===== src/rtl/cv32e40p_ft_supervisor.sv =====
// Fault-tolerance supervisor: counts TMR error events, tracks replica breakage, runs a health FSM,
// raises a level IRQ and serves a small 1-cycle-latency register port (no backpressure).
module cv32e40p_ft_supervisor #(
  parameter int N_BLOCKS = 4,
  parameter int CNT_W    = 16
) (
  input  logic                  clk,
  input  logic                  rst_n,
  input  logic [3*N_BLOCKS-1:0] is_broken_i,
  input  logic [N_BLOCKS-1:0]   err_detected_i,
  input  logic [N_BLOCKS-1:0]   err_corrected_i,
  output logic [3*N_BLOCKS-1:0] set_broken_o,
  input  logic                  reg_req_i,
  input  logic                  reg_we_i,
  input  logic [2:0]            reg_addr_i,
  input  logic [31:0]           reg_wdata_i,
  output logic [31:0]           reg_rdata_o,
  output logic                  reg_valid_o,
  output logic                  irq_o,
  output logic [1:0]            health_o
);

  localparam int NB3 = 3 * N_BLOCKS;
  localparam logic [32:0] CNT_MAX = (33'd1 << CNT_W) - 33'd1;

  typedef enum logic [1:0] {
    NOMINAL  = 2'd0,
    DEGRADED = 2'd1,
    FAILED   = 2'd2
  } health_t;

  health_t              state_q, state_d;
  logic [CNT_W-1:0]     det_cnt, cor_cnt, unc_cnt;
  logic [NB3-1:0]       force_q;
  logic [1:0]           irq_en_q;
  logic [N_BLOCKS-1:0]  unc, det_cor;
  logic                 any_broken, multi_broken, fail_cond, clr;
  logic [31:0]          rdata_d;
  logic                 unused_wdata;

  function automatic logic [5:0] popcnt(input logic [N_BLOCKS-1:0] v);
    logic [5:0] p;
    p = '0;
    for (int i = 0; i < N_BLOCKS; i++) p = p + 6'(v[i]);
    return p;
  endfunction

  function automatic logic [CNT_W-1:0] sat_add(input logic [CNT_W-1:0] c, input logic [5:0] p);
    logic [32:0] s;
    s = 33'(c) + 33'(p);
    if (s > CNT_MAX) return CNT_MAX[CNT_W-1:0];
    return s[CNT_W-1:0];
  endfunction

  assign unc          = err_detected_i & ~err_corrected_i;
  assign det_cor      = err_detected_i & err_corrected_i;
  assign any_broken   = |is_broken_i;
  assign clr          = reg_req_i & reg_we_i & (reg_addr_i == 3'd0) & reg_wdata_i[0];
  assign unused_wdata = ^reg_wdata_i;

  // A block is lost once two of its three replicas are broken (majority gone).
  always_comb begin
    multi_broken = 1'b0;
    for (int k = 0; k < N_BLOCKS; k++) begin
      multi_broken = multi_broken |
        (is_broken_i[3*k] & is_broken_i[3*k+1]) |
        (is_broken_i[3*k] & is_broken_i[3*k+2]) |
        (is_broken_i[3*k+1] & is_broken_i[3*k+2]);
    end
  end

  assign fail_cond = (|unc) | multi_broken;

  // Failure beats a simultaneous clear so a persisting fault cannot be cleared away.
  always_comb begin
    state_d = state_q;
    if (fail_cond) begin
      state_d = FAILED;
    end else if (clr) begin
      state_d = any_broken ? DEGRADED : NOMINAL;
    end else begin
      case (state_q)
        NOMINAL: if (any_broken || (cor_cnt != '0)) state_d = DEGRADED;
        default: state_d = state_q;
      endcase
    end
  end

  always_comb begin
    rdata_d = '0;
    if (!reg_we_i) begin
      case (reg_addr_i)
        3'd0:    rdata_d = {29'd0, any_broken, state_q};
        3'd1:    rdata_d = 32'(det_cnt);
        3'd2:    rdata_d = 32'(cor_cnt);
        3'd3:    rdata_d = 32'(unc_cnt);
        3'd4:    rdata_d = 32'(is_broken_i);
        3'd5:    rdata_d = 32'(force_q);
        3'd6:    rdata_d = {30'd0, irq_en_q};
        default: rdata_d = '0;
      endcase
    end
  end

  always_ff @(posedge clk or negedge rst_n) begin
    if (!rst_n) begin
      state_q     <= NOMINAL;
      det_cnt     <= '0;
      cor_cnt     <= '0;
      unc_cnt     <= '0;
      force_q     <= '0;
      irq_en_q    <= '0;
      irq_o       <= 1'b0;
      reg_valid_o <= 1'b0;
      reg_rdata_o <= '0;
    end else begin
      state_q <= state_d;
      if (clr) begin
        det_cnt <= '0;
        cor_cnt <= '0;
        unc_cnt <= '0;
      end else begin
        det_cnt <= sat_add(det_cnt, popcnt(err_detected_i));
        cor_cnt <= sat_add(cor_cnt, popcnt(det_cor));
        unc_cnt <= sat_add(unc_cnt, popcnt(unc));
      end
      if (reg_req_i && reg_we_i && (reg_addr_i == 3'd5)) force_q  <= reg_wdata_i[NB3-1:0];
      if (reg_req_i && reg_we_i && (reg_addr_i == 3'd6)) irq_en_q <= reg_wdata_i[1:0];
      irq_o       <= (irq_en_q[0] & (state_q == DEGRADED)) | (irq_en_q[1] & (state_q == FAILED));
      reg_valid_o <= reg_req_i;
      reg_rdata_o <= reg_req_i ? rdata_d : 32'd0;
    end
  end

  assign set_broken_o = force_q;
  assign health_o     = state_q;

endmodule


===== config.mk =====
export PLATFORM = sky130hd
export DESIGN_NAME = cv32e40p_ft_supervisor
export DESIGN_NICKNAME = d
export VERILOG_FILES = /design/src/rtl/cv32e40p_ft_supervisor.sv
export SDC_FILE = /design/constraint.sdc
export NUM_CORES = 1
export LEC_CHECK = 0
export ABC_AREA = 1
export BUFFER_PORTS_ARGS = -buffer_cell sky130_fd_sc_hd__buf_4
export CAP_MARGIN = 20
export CELL_PAD_IN_SITES_DETAIL_PLACEMENT = 2
export CELL_PAD_IN_SITES_GLOBAL_PLACEMENT = 2
export CORE_AREA = 2 2 92 182
export CTS_BUF_LIST = sky130_fd_sc_hd__clkbuf_8
export CTS_CLUSTER_SIZE = 8
export DETAILED_ROUTE_END_ITERATION = 8
export DIE_AREA = 0 0 94 184
export GPL_TIMING_DRIVEN = 0
export PLACE_DENSITY_LB_ADDON = 0.08
export SLEW_MARGIN = 15
export SYNTH_ARGS = -nofsm -noshare
export SYNTH_HDL_FRONTEND = slang
export SYNTH_SLANG_ARGS = --single-unit

===== constraint.sdc =====
create_clock -name clk -period 3.1 [get_ports clk]
set_clock_uncertainty 0.05 [all_clocks]
set_input_delay 0.465 -clock clk [delete_from_list [all_inputs] [get_ports clk]]
set_output_delay 0.465 -clock clk [all_outputs]
set_load 0.02 [all_outputs]

==> metrics.md <==
| Metric | Value |
|---|---|
| Largest family of logic cells by synthesized area | `simple AND/OR/NAND/NOR gates` |
| Global-route wire length before repair | `29,500 um` |
| CP max-delay cell | `fa_1` |
| Compound-Gate Fraction of Synth Area | `13.2%` |
| Post-Synth XOR/XNOR Area | `4.92%` |
| Post-synth EDFFs | `0` |
| Asr flop ratio synth | `100%` |
| Hold WC Path Type | `in2async` |
| Worst-Skew Late Latency | `0.38 ns` |
| Peak VDD IR | `0.000246 V` |
| Slew Limit Headroom | `58.5%` |
| Adder-cell share of the synthesized area | `4.37%` |
| Initial Util | `31.4%` |
| Max stage delay on crit path | `0.52 ns` |
| Max Clk Rate | `347 MHz` |
| RSZ-0062 raised after global routing | `false` |
| Leakage | `3.03 nW` |
| Seq/Total Area, Yosys | `41.2%` |
| Die area | `0.0173 mm^2` |
| Die H | `184 um` |
| I/O pin total | `107` |
| Buffers and inverters on the worst path | `3` |
| Net Sw Frac | `40.6%` |
| Critical Path AT | `3.14 ns` |
| Final ANT Viol Nets | `0` |
| DRC | `0` |
| Most frequent CP cell | `fa_1` |
| Pwr/cell area | `620 mW/mm^2` |
| Multi-input logic area | `0.00246 mm^2` |
| Final net count | `799` |
| Crit Path Max Fanout | `10` |
| Setup TNS | `0 ns` |
| Initial antenna violation count | `0` |
| Critical path, cell by cell | `inv_1 > fa_1 > fa_1 > inv_1 > fa_1 > nand2_2 > nor2_4 > nand2_4 > nor2_8 > nand4_4 > buf_6 > a31oi_1` |
| Status | `completed` |
| Measured slew at the worst slew-check pin | `0.623 ns` |
| Cell internal pwr | `0.00222 W` |
| Final setup viols | `0` |
| Final Hold Fails | `0` |
| Crit path launch type | `register` |
| Largest net degree at the start of global routing | `44` |
| Hold bufs inserted after CTS | `0` |
| Via count of the first global-routing pass | `5,327` |
| # diodes | `0` |
| Top-area cell type share of the netlist area | `41.2%` |
| Drt via density | `4.92` |
| Largest cells by area after synthesis | `dfrtp_1 (41%), nand2_1 (10%), inv_1 (6.7%)` |
| DR iter-0 viols | `130` |
| Reg power frac | `42.2%` |
| Switching power | `0.00152 W` |
| Distinct cells, synth | `39` |
| Rows | `65` |
| Post-synthesis mux area share | `0.678%` |
| Filler cell count | `1,893` |
| Final HPWL DP | `15,800 um` |
| Max Root-Sink Buffers | `2` |
| Gr ovfl total | `0` |
| Core area | `0.0159 mm^2` |
| Top post-synthesis cells by count | `nand2_1 (136), inv_1 (89), dfrtp_1 (82), nor2_1 (72), o21ai_0 (38)` |
| Reg2Reg Setup Slack | `0.22 ns` |
| Final core utilization | `38.0%` |
| Gate power share | `36.4%` |
| PortBufs | `70` |
| Clk slew on worst S/H paths | `0.09 ns` |
| Synth area leader | `dfrtp_1` |
| CP Capture Type | `register` |
| Max cap viols | `0` |
| WL/cell | `20.1 um` |
| Simple-gate share of the synthesized area | `24.9%` |
| Synthesized instance count | `631` |
| Synthesized cell area | `0.00498 mm^2` |
| Clock sinks | `82` |
| Gp weighted congestion | `0.893` |
| WP data required | `3.36 ns` |
| Period utilisation layout | `92.9%` |
| Top_reg_cell synth | `dfrtp_1` |
| Yosys Warn Count | `0` |
| Vias | `4,592` |
| Clock Power Share | `21.4%` |
| Die width | `94 um` |
| GRT Resource Usage Total | `23.0%` |
| Clock Tree Root | `clkbuf_8` |
| Register Area | `0.00205 mm^2` |
| Min Tclk post-route | `2.88 ns` |
| CTS HTree Levels | `3` |
| Area delta synth->final | `21.1%` |
| Slew Viols, Final | `0` |
| CTS buffer count | `9` |
| Final wirelength | `18,800 um` |
| Syn Area/Cell | `7.90 um^2` |
| Layout cells sized above 1 | `20.7%` |
| Seq cells post-synth | `82` |
| Count leader, synth | `nand2_1` |
| Top Family by Delay on Critical Path | `adder cells` |
| DR pass1 iterations | `4` |
| Worst setup path class | `reg2reg` |
| CTS tree | `built` |
final cells by class:
| class | instances | area share, % |
|---|---|---|
| clock buffers | 9 | 2.05 |
| clock inverters | 7 | 0.996 |
| flip-flops and latches | 82 | 34.0 |
| inverters | 91 | 5.66 |
| well taps | 201 | 4.17 |
| multi-input cells | 444 | 40.7 |
| plain buffers | 29 | 3.19 |
| repair buffers | 71 | 9.17 |
sequential cells by signal, indices dropped and copies added (netlist names):
signal	cells
cor_cnt	16
det_cnt	16
health_o	2
irq_en_q	2
irq_o	1
reg_rdata_o	16
reg_valid_o	1
set_broken_o	12
unc_cnt	16
cell usage in the layout, fill, tap and decap left out, drive strengths merged:
cell type / count
a21oi: 52
a31oi: 2
and2: 1
buf: 96
bufinv: 1
clkbuf: 13
clkinv: 6
conb: 16
dfrtp: 82
fa: 9
ha: 3
inv: 91
mux2: 3
nand2: 141
nand3: 29
nand4: 14
nor2: 77
nor3: 12
nor3b: 2
o211ai: 1
o21a: 1
o21ai: 38
o21bai: 1
o221ai: 4
o22ai: 9
o31ai: 1
xnor2: 5
xor2: 23
power groups by stage:
stage / clock (W) / combinational, W / sequential, W
after global routing: 0.000865 / 0.00153 / 0.00162
after floorplan: 0 / 0.000847 / 0.00158
after global placement: 0 / 0.00130 / 0.00159
after detailed placement: 0 / 0.00137 / 0.00160
after CTS: 0.000825 / 0.00139 / 0.00158
final: 0.000801 / 0.00136 / 0.00158
worst paths after layout:
check,cells after the start,from,to
worst max-delay path,12,cor_cnt[0],cor_cnt[9]
worst min-delay path,1,rst_n,unc_cnt[0]
worst max register to register,12,cor_cnt[0],cor_cnt[9]
worst min register to register,2,irq_en_q[0],irq_o
max in group asynchronous,2,rst_n,cor_cnt[14]
min in group clk,1,reg_req_i,reg_valid_o
logic make-up (layout without fill, tap and decap cells):
logic type,Yosys count,in the layout
AO/OA/AOI/OAI,109,109
XOR/XNOR,28,28
adder cells (fa/ha/maj),12,12
buffers and inverters,120,207
flip-flops,82,82
multiplexers,3,3
other,1,16
AND/OR/NAND/NOR,276,276
metal layers:
| metal | up-vias | share of wire, % | GRT usage (%) |
|---|---|---|---|
| met5 | - | 0 | 0 |
| met3 | 36 | 2.3 | 2.87 |
| met1 | 2293 | 33 | 21.2 |
| met2 | 91 | 61 | 47.1 |
| met4 | 0 | 4.4 | 11.1 |
| li1 | 2172 | - | - |
through the flow:
step	worst slack, ns	cells	total power, W	hold WS, ns	area, um^2
floorplan	0.457	646	0.00243	0.119	5040
global placement	0.0286	917	0.00288	0.442	5820
detailed placement	-0.0976	918	0.00297	0.457	5840
CTS	0.142	934	0.00379	0.0395	6030
global route	0.0386	934	0.00401	0.0535	6030
finish	0.220	934	0.00374	0.0283	6030
timing repair:
item,in CTS,in global routing
setup endpoints to repair,0,1
resized for setup,0,1
setup buffers,0,0
No activity file was read; power rests on OpenSTA's default activity.
